===== config.mk =====
export PLATFORM = sky130hd
export DESIGN_NAME = shared_buf_arbiter
export DESIGN_NICKNAME = d
export VERILOG_FILES = /design/src/rtl/shared_buf_arbiter.sv
export SDC_FILE = /design/constraint.sdc
export NUM_CORES = 1
export LEC_CHECK = 0
export CORE_AREA = 2 2 39 41
export CTS_CLUSTER_DIAMETER = 200
export DETAILED_ROUTE_END_ITERATION = 6
export DIE_AREA = 0 0 41 43
export GPL_ROUTABILITY_DRIVEN = 0
export PLACE_DENSITY = 0.73
export SLEW_MARGIN = 0
export SYNTH_ARGS = -nofsm -noshare
export SYNTH_HDL_FRONTEND = slang
export SYNTH_SLANG_ARGS = --single-unit
export TNS_END_PERCENT = 1

===== constraint.sdc =====
create_clock -name clk -period 2.9 [get_ports clk]
set_clock_uncertainty 0.1 [all_clocks]
set_input_delay 0.29 -clock clk [delete_from_list [all_inputs] [get_ports clk]]
set_output_delay 0.29 -clock clk [all_outputs]
set_load 0.03 [all_outputs]

===== src/rtl/shared_buf_arbiter.sv =====
// N-way request/release arbiter for a shared buffer: round-robin or fixed priority, reset-time parking owner.
// Optional hold watchdog when ARB_TIMEOUT_EN is defined (revokes a grant held HOLD_TIMEOUT cycles).
module shared_buf_arbiter #(
  parameter  int NUM_REQ      = 4,
  parameter  int PRIO_MODE    = 0,
  parameter  int RESET_OWNER  = 4,
  parameter  int HOLD_TIMEOUT = 0,
  localparam int OW           = (NUM_REQ > 2) ? $clog2(NUM_REQ) : 1
) (
  input  logic               clk,
  input  logic               rst,
  input  logic               enable,
  input  logic [NUM_REQ-1:0] req,
  input  logic [NUM_REQ-1:0] rel,
  output logic [NUM_REQ-1:0] grant,
  output logic [OW-1:0]      owner_id,
  output logic               busy,
  output logic [NUM_REQ-1:0] revoked
);

  typedef enum logic {IDLE, OWNED} state_t;

  localparam bit            RST_OWNED = (RESET_OWNER < NUM_REQ);
  localparam logic [OW-1:0] RST_ID    = RST_OWNED ? OW'(RESET_OWNER) : '0;

  state_t               state_q, state_d;
  logic [OW-1:0]        owner_q, owner_d;
  logic [OW-1:0]        rr_q, rr_d;
  logic [NUM_REQ-1:0]   revoked_q, revoked_d;
  logic                 win_found;
  logic [OW-1:0]        win_id;
  logic                 rel_own;
  logic                 wd_fire;

  // Search order position -> requester index, rotated by base and wrapped at NUM_REQ.
  function automatic logic [OW-1:0] idx_at(input int base, input int off);
    int s;
    s = base + off;
    if (s >= NUM_REQ) s = s - NUM_REQ;
    return OW'(s);
  endfunction

  // Walk the search order backwards so the earliest hit is the last one written.
  always_comb begin
    win_found = 1'b0;
    win_id    = '0;
    for (int i = NUM_REQ-1; i >= 0; i--) begin
      if (req[idx_at((PRIO_MODE != 0) ? 0 : int'(rr_q), i)]) begin
        win_found = 1'b1;
        win_id    = idx_at((PRIO_MODE != 0) ? 0 : int'(rr_q), i);
      end
    end
  end

  assign rel_own = rel[owner_q];

`ifdef ARB_TIMEOUT_EN
  localparam int CW = (HOLD_TIMEOUT > 0) ? $clog2(HOLD_TIMEOUT + 1) : 1;
  logic [CW-1:0] hold_q;

  // Held at zero while IDLE, so every entry into OWNED starts counting from 0.
  always_ff @(posedge clk) begin
    if (rst || state_q == IDLE) hold_q <= '0;
    else                        hold_q <= hold_q + 1'b1;
  end

  assign wd_fire = (HOLD_TIMEOUT != 0) && (hold_q == CW'(HOLD_TIMEOUT - 1));
`else
  assign wd_fire = 1'b0;
`endif

  always_comb begin
    state_d   = state_q;
    owner_d   = owner_q;
    rr_d      = rr_q;
    revoked_d = '0;
    case (state_q)
      IDLE: begin
        if (enable && win_found) begin
          state_d = OWNED;
          owner_d = win_id;
          rr_d    = (win_id == OW'(NUM_REQ - 1)) ? '0 : win_id + 1'b1;
        end
      end
      OWNED: begin
        // A release in the watchdog's last cycle is a normal release: no revoke pulse.
        if (rel_own) begin
          state_d = IDLE;
          owner_d = '0;
        end else if (wd_fire) begin
          state_d            = IDLE;
          owner_d            = '0;
          revoked_d[owner_q] = 1'b1;
        end
      end
      default: begin
        state_d = IDLE;
        owner_d = '0;
      end
    endcase
  end

  always_ff @(posedge clk) begin
    if (rst) begin
      state_q   <= RST_OWNED ? OWNED : IDLE;
      owner_q   <= RST_ID;
      rr_q      <= '0;
      revoked_q <= '0;
    end else begin
      state_q   <= state_d;
      owner_q   <= owner_d;
      rr_q      <= rr_d;
      revoked_q <= revoked_d;
    end
  end

  assign busy     = (state_q == OWNED);
  assign owner_id = owner_q;
  assign revoked  = revoked_q;

  for (genvar g = 0; g < NUM_REQ; g++) begin : g_lane
    assign grant[g] = enable & busy & (owner_q == OW'(g));
  end

endmodule


==> results of run 1 <==
state kept, by name, indices dropped and copies added (netlist names):
signal	cells
owner_id	2
busy	1
rr_q	2
final timing paths:
path / to / slack (ns) / start
setup / recovery: grant[0] / 0.77 / enable
hold reg to reg: rr_q[0] / 0.44 / rr_q[0]
setup reg to reg: owner_id[0] / 1.31 / owner_id[0]
hold / removal: rr_q[0] / 0.44 / rr_q[0]
logic make-up (layout without fill, tap and decap cells):
group | count (synthesis) | in the layout | synth area share (%)
AOI/OAI and AO/OA | 12 | 12 | 25.6
buffers and inverters | 6 | 23 | 9.15
DFF | 5 | 5 | 24.4
muxes | 3 | 3 | 10.4
other | 1 | 4 | 0.914
and+or+nand+nor | 23 | 23 | 29.6
placed cells by master, fill, tap and decap left out, drive strengths merged, types with 2 or more instances in the layout:
cell type | synthesis | layout
a21oi | 2 | 2
and2 | 2 | 2
clkbuf | 0 | 4
clkdlybuf4s50 | 0 | 17
conb | 1 | 4
dfxtp | 5 | 5
inv | 2 | 2
mux2i | 2 | 2
nand2 | 2 | 2
nand2b | 3 | 3
nand3 | 2 | 2
nor2 | 6 | 6
nor2b | 4 | 4
nor3 | 2 | 2
worst max-delay path, cell delays in order:
cell and delay [ns]:
sky130_fd_sc_hd__clkdlybuf4s50_1 0.51, sky130_fd_sc_hd__nand2_1 0.08, sky130_fd_sc_hd__nor3_1 0.15, sky130_fd_sc_hd__clkdlybuf4s50_1 0.70
stage by stage:
stage	util [%]	std cells	power, W
after floorplan	-	53	0.000138
after global placement	42.0	82	0.000166
after detailed placement	42.0	82	0.000167
after CTS	43.9	86	0.000246
after global routing	43.9	86	0.000258
final	43.9	86	0.000242
final cells by class:
| cell class | count | area (µm²) | area share (%) |
|---|---|---|---|
| Multi-Input combinational cell | 42 | 284 | 46.7 |
| Sequential cell | 5 | 100 | 16.5 |
| Timing Repair Buffer | 17 | 170 | 28.0 |
| Clock buffer | 4 | 26.3 | 4.32 |
| Inverter | 2 | 7.51 | 1.23 |
| Tap cell | 16 | 20.0 | 3.29 |
layer usage:
layer  routed length (µm)  share of wire [%]  GRT usage, %
met1                  389                 43          12.3
met2                  478                 52          18.4
met3                   46                5.0          4.71
met4                    0                  0          4.00
met5                    0                  0             0
power groups by stage:
| stage | registers (W) | logic [W] | clock network [W] |
|---|---|---|---|
| floorplan | 0.0000899 | 0.0000485 | 0 |
| global placement | 0.0000864 | 0.0000798 | 0 |
| detailed placement | 0.0000866 | 0.0000807 | 0 |
| CTS | 0.0000854 | 0.0000812 | 0.0000789 |
| global route | 0.0000867 | 0.0000865 | 0.0000852 |
| finish | 0.0000852 | 0.0000808 | 0.0000764 |
==> impl_results.md, run 1 <==
* Warnings, synthesis at 0
* Clock tree from TritonCTS: built
* Number of enable-type register cells in the synthesized netlist at 0
* Library cell occupying the most area in the post-synthesis netlist: sky130_fd_sc_hd__dfxtp_1
* Internal power summed over all cells at 0.000167 W
* Port Buffer Count at 17
* Max IR drop VDD at 0.000209 V
* Residual DRC at 0
* Standard cell area after detailed placement at 582 µm²
* CTS-repair resized insts at 0
* Start-to-end type of the worst setup path: input pin to primary output
* Global-route wire length before repair at roughly 1400 µm
* Predominant post-synthesis flop cell: sky130_fd_sc_hd__dfxtp_1
* Count of state elements after synthesis at 5
* Minimum clock period at 2.13 ns
* Unrepaired setup endpoints after global routing: no
* Ranking of synthesized cells by area: sky130_fd_sc_hd__dfxtp_1, sky130_fd_sc_hd__buf_4, sky130_fd_sc_hd__nor2b_1, sky130_fd_sc_hd__mux4_2, sky130_fd_sc_hd__mux2i_1
* Critical Path RT at 2.51 ns
* Sequential share of power at approximately a third
* Share of the cycle needed by the critical path after routing at 73.4%
* Sum of negative setup slack at 0 ns
* Proportion of power drawn by the clock network at 31.5%
* Critical Path End Type: primary output
* Crit path max fanout at 3
* Horiz. Die Dim at slightly above 40 µm
* Final #Nets at between 80 and 90
* Post-synthesis sequential area ratio at 24.4%
* Max Clk Rate at ~0.47 GHz
* Fillers at 141
* Initial core utilization at 29.7%
* Number of unique standard cell types used by synthesis at 27
* Startpoint class of the critical path: input pin
* Core region area at 1380 µm²
* Via count of the first global-routing pass at 370
* Mean number of vias per cell at 4.83
* Overall routing resource usage at 11.3%
* Arr. time, crit path at between 1.5 and 2 ns
* Total Die Area at 1760 µm²
* Net Switching at between 0.00007 and 0.00008 W
* Worst Hold Depth at 2
* Initial antenna violation count at 0
* Hold Worst Slack at around 0.44 ns
* Proportion of synthesized flip-flops having asynchronous set or reset at 0%
* Detailed-placement wirelength estimate at 785 µm
* Maximum capacitance violations at 0
* Clk pin slew, worst setup/hold paths at 0.04 ns
* Minimum setup slack after placement at 0.773 ns
* CTS Buffer Depth at 2
* Combined area of all synthesized cells at 410 µm²
* Max-slew violation count at 0
* DR pass1 iterations at 2
* Synthesized instance count at 50
* Antenna violation net count after detailed routing at 0
* Combinational group share of total power at between 30% and 40%
* Signed area change from the synthesized netlist to the final layout at 48.2%
* PnR worst setup slack at 0.771 ns
* Wire length per cell at 10.6 µm
* CTS Hold Bufs at 0
* Static Leak at 0.218 nW
* Synthesized area divided by synthesized cell count at roughly 8 µm²
* Std-Cell Rows at 14
* Fraction of final layout cells sized beyond drive strength 1 at 11.4%
* DRT iter0 DRCs at 1
* Proportion of netlist area held by the largest area contributor at between 20 and 25%
* Sink count of the clock tree at 5
* Inserted Clock Buffers at 3
* Number of antenna cells inserted at 0
* Io pins at 22
* Worst skew pair latency at 0.23 ns
* Total setup violations reported at the end of the flow at 0
* Post-CTS setup-driven buffer insertion count at 0
* CTS H-tree lvls at 1
* Worst Reg-to-Reg Cells at 4
* Maximum number of pins on one net before global-route repair at 9
* Sum of routed wire length over all layers at 914 µm
* Type of the tightest min-delay check: flop to flop
* Die height at roughly 43 µm
* Global route overflow at 0
* Switching share of power at ~31%
* Vias after detailed routing at 415
* Count of endpoints failing hold in the final timing report at 0
* Commonest cells in the synthesized netlist: sky130_fd_sc_hd__dfxtp_1, sky130_fd_sc_hd__nor2_1, sky130_fd_sc_hd__buf_4, sky130_fd_sc_hd__nor2b_1, sky130_fd_sc_hd__nand2b_1
* Areal power density over the cells at roughly 400 nW/µm²
* Result of the run: complete, no violations
* Non-Filler Cell Area, Final at 608 µm²
* Clock root buffer: sky130_fd_sc_hd__clkbuf_4
No activity file was read; power rests on OpenSTA's default activity.
==> run 2, diff against run 1 <==
--- a/config.mk
+++ b/config.mk
@@ -10,7 +10,7 @@
 export DETAILED_ROUTE_END_ITERATION = 6
 export DIE_AREA = 0 0 41 43
 export GPL_ROUTABILITY_DRIVEN = 0
-export PLACE_DENSITY = 0.73
+export PLACE_DENSITY = 0.75
 export SLEW_MARGIN = 0
 export SYNTH_ARGS = -nofsm -noshare
 export SYNTH_HDL_FRONTEND = slang
==> constraint.sdc (replaced) <==
create_clock -name clk -period 1.8 [get_ports clk]
set_clock_uncertainty 0.1 [all_clocks]
set_input_delay 0.18 -clock clk [delete_from_list [all_inputs] [get_ports clk]]
set_output_delay 0.18 -clock clk [all_outputs]
set_load 0.03 [all_outputs]
==> impl_results.md, run 2 (synthesized netlist as in run 1, its figures left out) <==
* Arr. time, crit path at approximately 1.5 ns
* Unrepaired setup endpoints after global routing: no
* CTS Buffer Depth at 2
* PnR worst setup slack at 0.0578 ns
* Clk pin slew, worst setup/hold paths at 0.04 ns
* Sink count of the clock tree at 5
* Final #Nets at 85
* Placed cell count at 85
* Overall routing resource usage at between 10% and 20%
* Critical path origin: owner_id[0]
* Die height at 43 µm
* Io pins at 22
* Global-route wire length before repair at 1840 µm
* End of the critical path: owner_id[0]
* Result of the run: complete, no violations
* Via count of the first global-routing pass at 426
* Met2 track demand over resource in global routing at 22.2%
* Residual DRC at 0
* Initial core utilization at 29.7%
* Number of antenna cells inserted at 0
* Critical Path End Type: primary output
* Worst skew pair latency at about 0.25 ns
* Port Buffer Count at 17
* Buffers plus inverters on the worst setup path at 1
* Crit path max-delay family: buffers and inverters
* Storage element area at 100 µm²
* End of the worst register-to-register path: owner_id[0]
* Global route overflow at 0
* Startpoint class of the critical path: flop
* Std-Cell Rows at 14
* CTS Hold Bufs at 0
* Worst Hold Depth at 2
* Total Die Area at 1760 µm²
* Minimum clock period at about 1.7 ns
* DRT iter0 DRCs at 8
* Sum of negative setup slack at 0 ns
* Horiz. Die Dim at between 40 and 50 µm
* Max Clk Rate at 0.574 GHz
* Worst path slowest cell: sky130_fd_sc_hd__clkdlybuf4s50_1
* Post-CTS setup-driven buffer insertion count at 0
* Worst reg2reg setup slack at 0.21 ns
* CTS H-tree lvls at 1
* M3 GR Usage at 4.71%
* Detailed-placement wirelength estimate at just over 800 µm
* CTS-repair resized insts at 0
* Start-to-end type of the worst setup path: flop to primary output
* Minimum setup slack after placement at -0.0904 ns
* Most used cells in the layout excluding fill and tap cells: sky130_fd_sc_hd__clkdlybuf4s50_1, sky130_fd_sc_hd__buf_4, sky130_fd_sc_hd__nor2_1, sky130_fd_sc_hd__dfxtp_1
* Crit path max fanout at 7
* GR peak layer: met2
* Fraction of final layout cells sized beyond drive strength 1 at 20.5%
* Sum of routed wire length over all layers at 1020 µm
* Critical Path RT at 1.52 ns
* Share of the cycle needed by the critical path after routing at 96.8%
* Maximum capacitance violations at 0
* Static Leak at 0.241 nW
* Areal power density over the cells at 666 nW/µm²
* Clock tree from TritonCTS: built
* Type of the tightest min-delay check: flop to flop
* Mean number of vias per cell at 4.99
* Largest stage delay on the critical path at between 0.7 and 0.8 ns
* Cell Count, Final, Fillers Out at 89
* Max IR drop VDD at 0.000332 V
* Maximum number of pins on one net before global-route repair at 9
* Worst Reg-to-Reg Cells at 4
* Initial antenna violation count at 0
* Max-slew violation count at 0
* DR pass1 iterations at 4
* Fillers at 147
* Path length in cells of the critical path at 1
* Antenna violation net count after detailed routing at 0
* Area used by multi-input combinational logic at 284 µm²
* Total setup violations reported at the end of the flow at 0
* Most frequent standard cell in the layout excluding fill and tap cells: sky130_fd_sc_hd__clkdlybuf4s50_1
* Wire length per cell at about 11 µm
* Count of endpoints failing hold in the final timing report at 0
* Sequence of cells on the critical path: clkdlybuf4s50_1
* Clock root buffer: sky130_fd_sc_hd__clkbuf_4
* Core region area at 1380 µm²
* Inserted Clock Buffers at 3
* Vias after detailed routing at 444
* Met1 usage at 19.4%
* Signed area change from the synthesized netlist to the final layout at 51.2%
* Reg-to-reg critical path startpoint: owner_id[0]
[run 2: cell count changes in the layout (fill, tap and decap cells not counted)]
cell                              before  now
sky130_fd_sc_hd__buf_4                 0    7
sky130_fd_sc_hd__clkdlybuf4s50_1      17   13
[run 2: per-stage QoR]
step	total power [W]	util, %	area (µm²)	hold WS [ns]
global route	0.000437	44.8	621	0.470
CTS	0.000417	44.8	621	0.457
finish	0.000413	44.8	621	0.448
floorplan	0.000223	-	422	0.149
global placement	0.000274	42.9	594	0.433
detailed placement	0.000277	42.9	594	0.441
[run 2: worst min path at each step]
stage / from / end
floorplan: rst / rr_q[1]
global placement: rr_q[0] / rr_q[0]
detailed placement: rr_q[0] / rr_q[0]
CTS: rr_q[0] / rr_q[0]
global route: rr_q[0] / rr_q[0]
finish: rr_q[0] / rr_q[0]
[run 2: layout make-up]
cell class | count | share of cell area (%)
Clock buffer | 4 | 4.23
Multi-Input combinational cell | 42 | 45.8
Inverter | 2 | 1.21
Tap cell | 16 | 3.23
Sequential cell | 5 | 16.1
Timing Repair Buffer | 20 | 29.4
[run 2: metal layers]
metal  share of wire [%]  vias to the layer above
met2                  50                       19
met1                  41                      202
met4                 2.4                        0
met5                   0                        -
li1                    -                      220
met3                 6.7                        3
[run 2: where the power goes]
group	switching (W)	internal (W)	total [W]	leakage, nW
Clock	0.0000543	0.0000843	0.000139	0.0150
Combinational	0.0000677	0.0000697	0.000137	0.184
Sequential	0.0000164	0.000121	0.000137	0.0412
==> run 3, diff against run 2 <==
--- a/config.mk
+++ b/config.mk
@@ -11,6 +11,7 @@
 export DIE_AREA = 0 0 41 43
 export GPL_ROUTABILITY_DRIVEN = 0
 export PLACE_DENSITY = 0.75
+export SKIP_LAST_GASP = 1
 export SLEW_MARGIN = 0
 export SYNTH_ARGS = -nofsm -noshare
 export SYNTH_HDL_FRONTEND = slang
==> results of run 3 <==
Same layout as run 2: the final DEF is identical, and so are final timing and power.
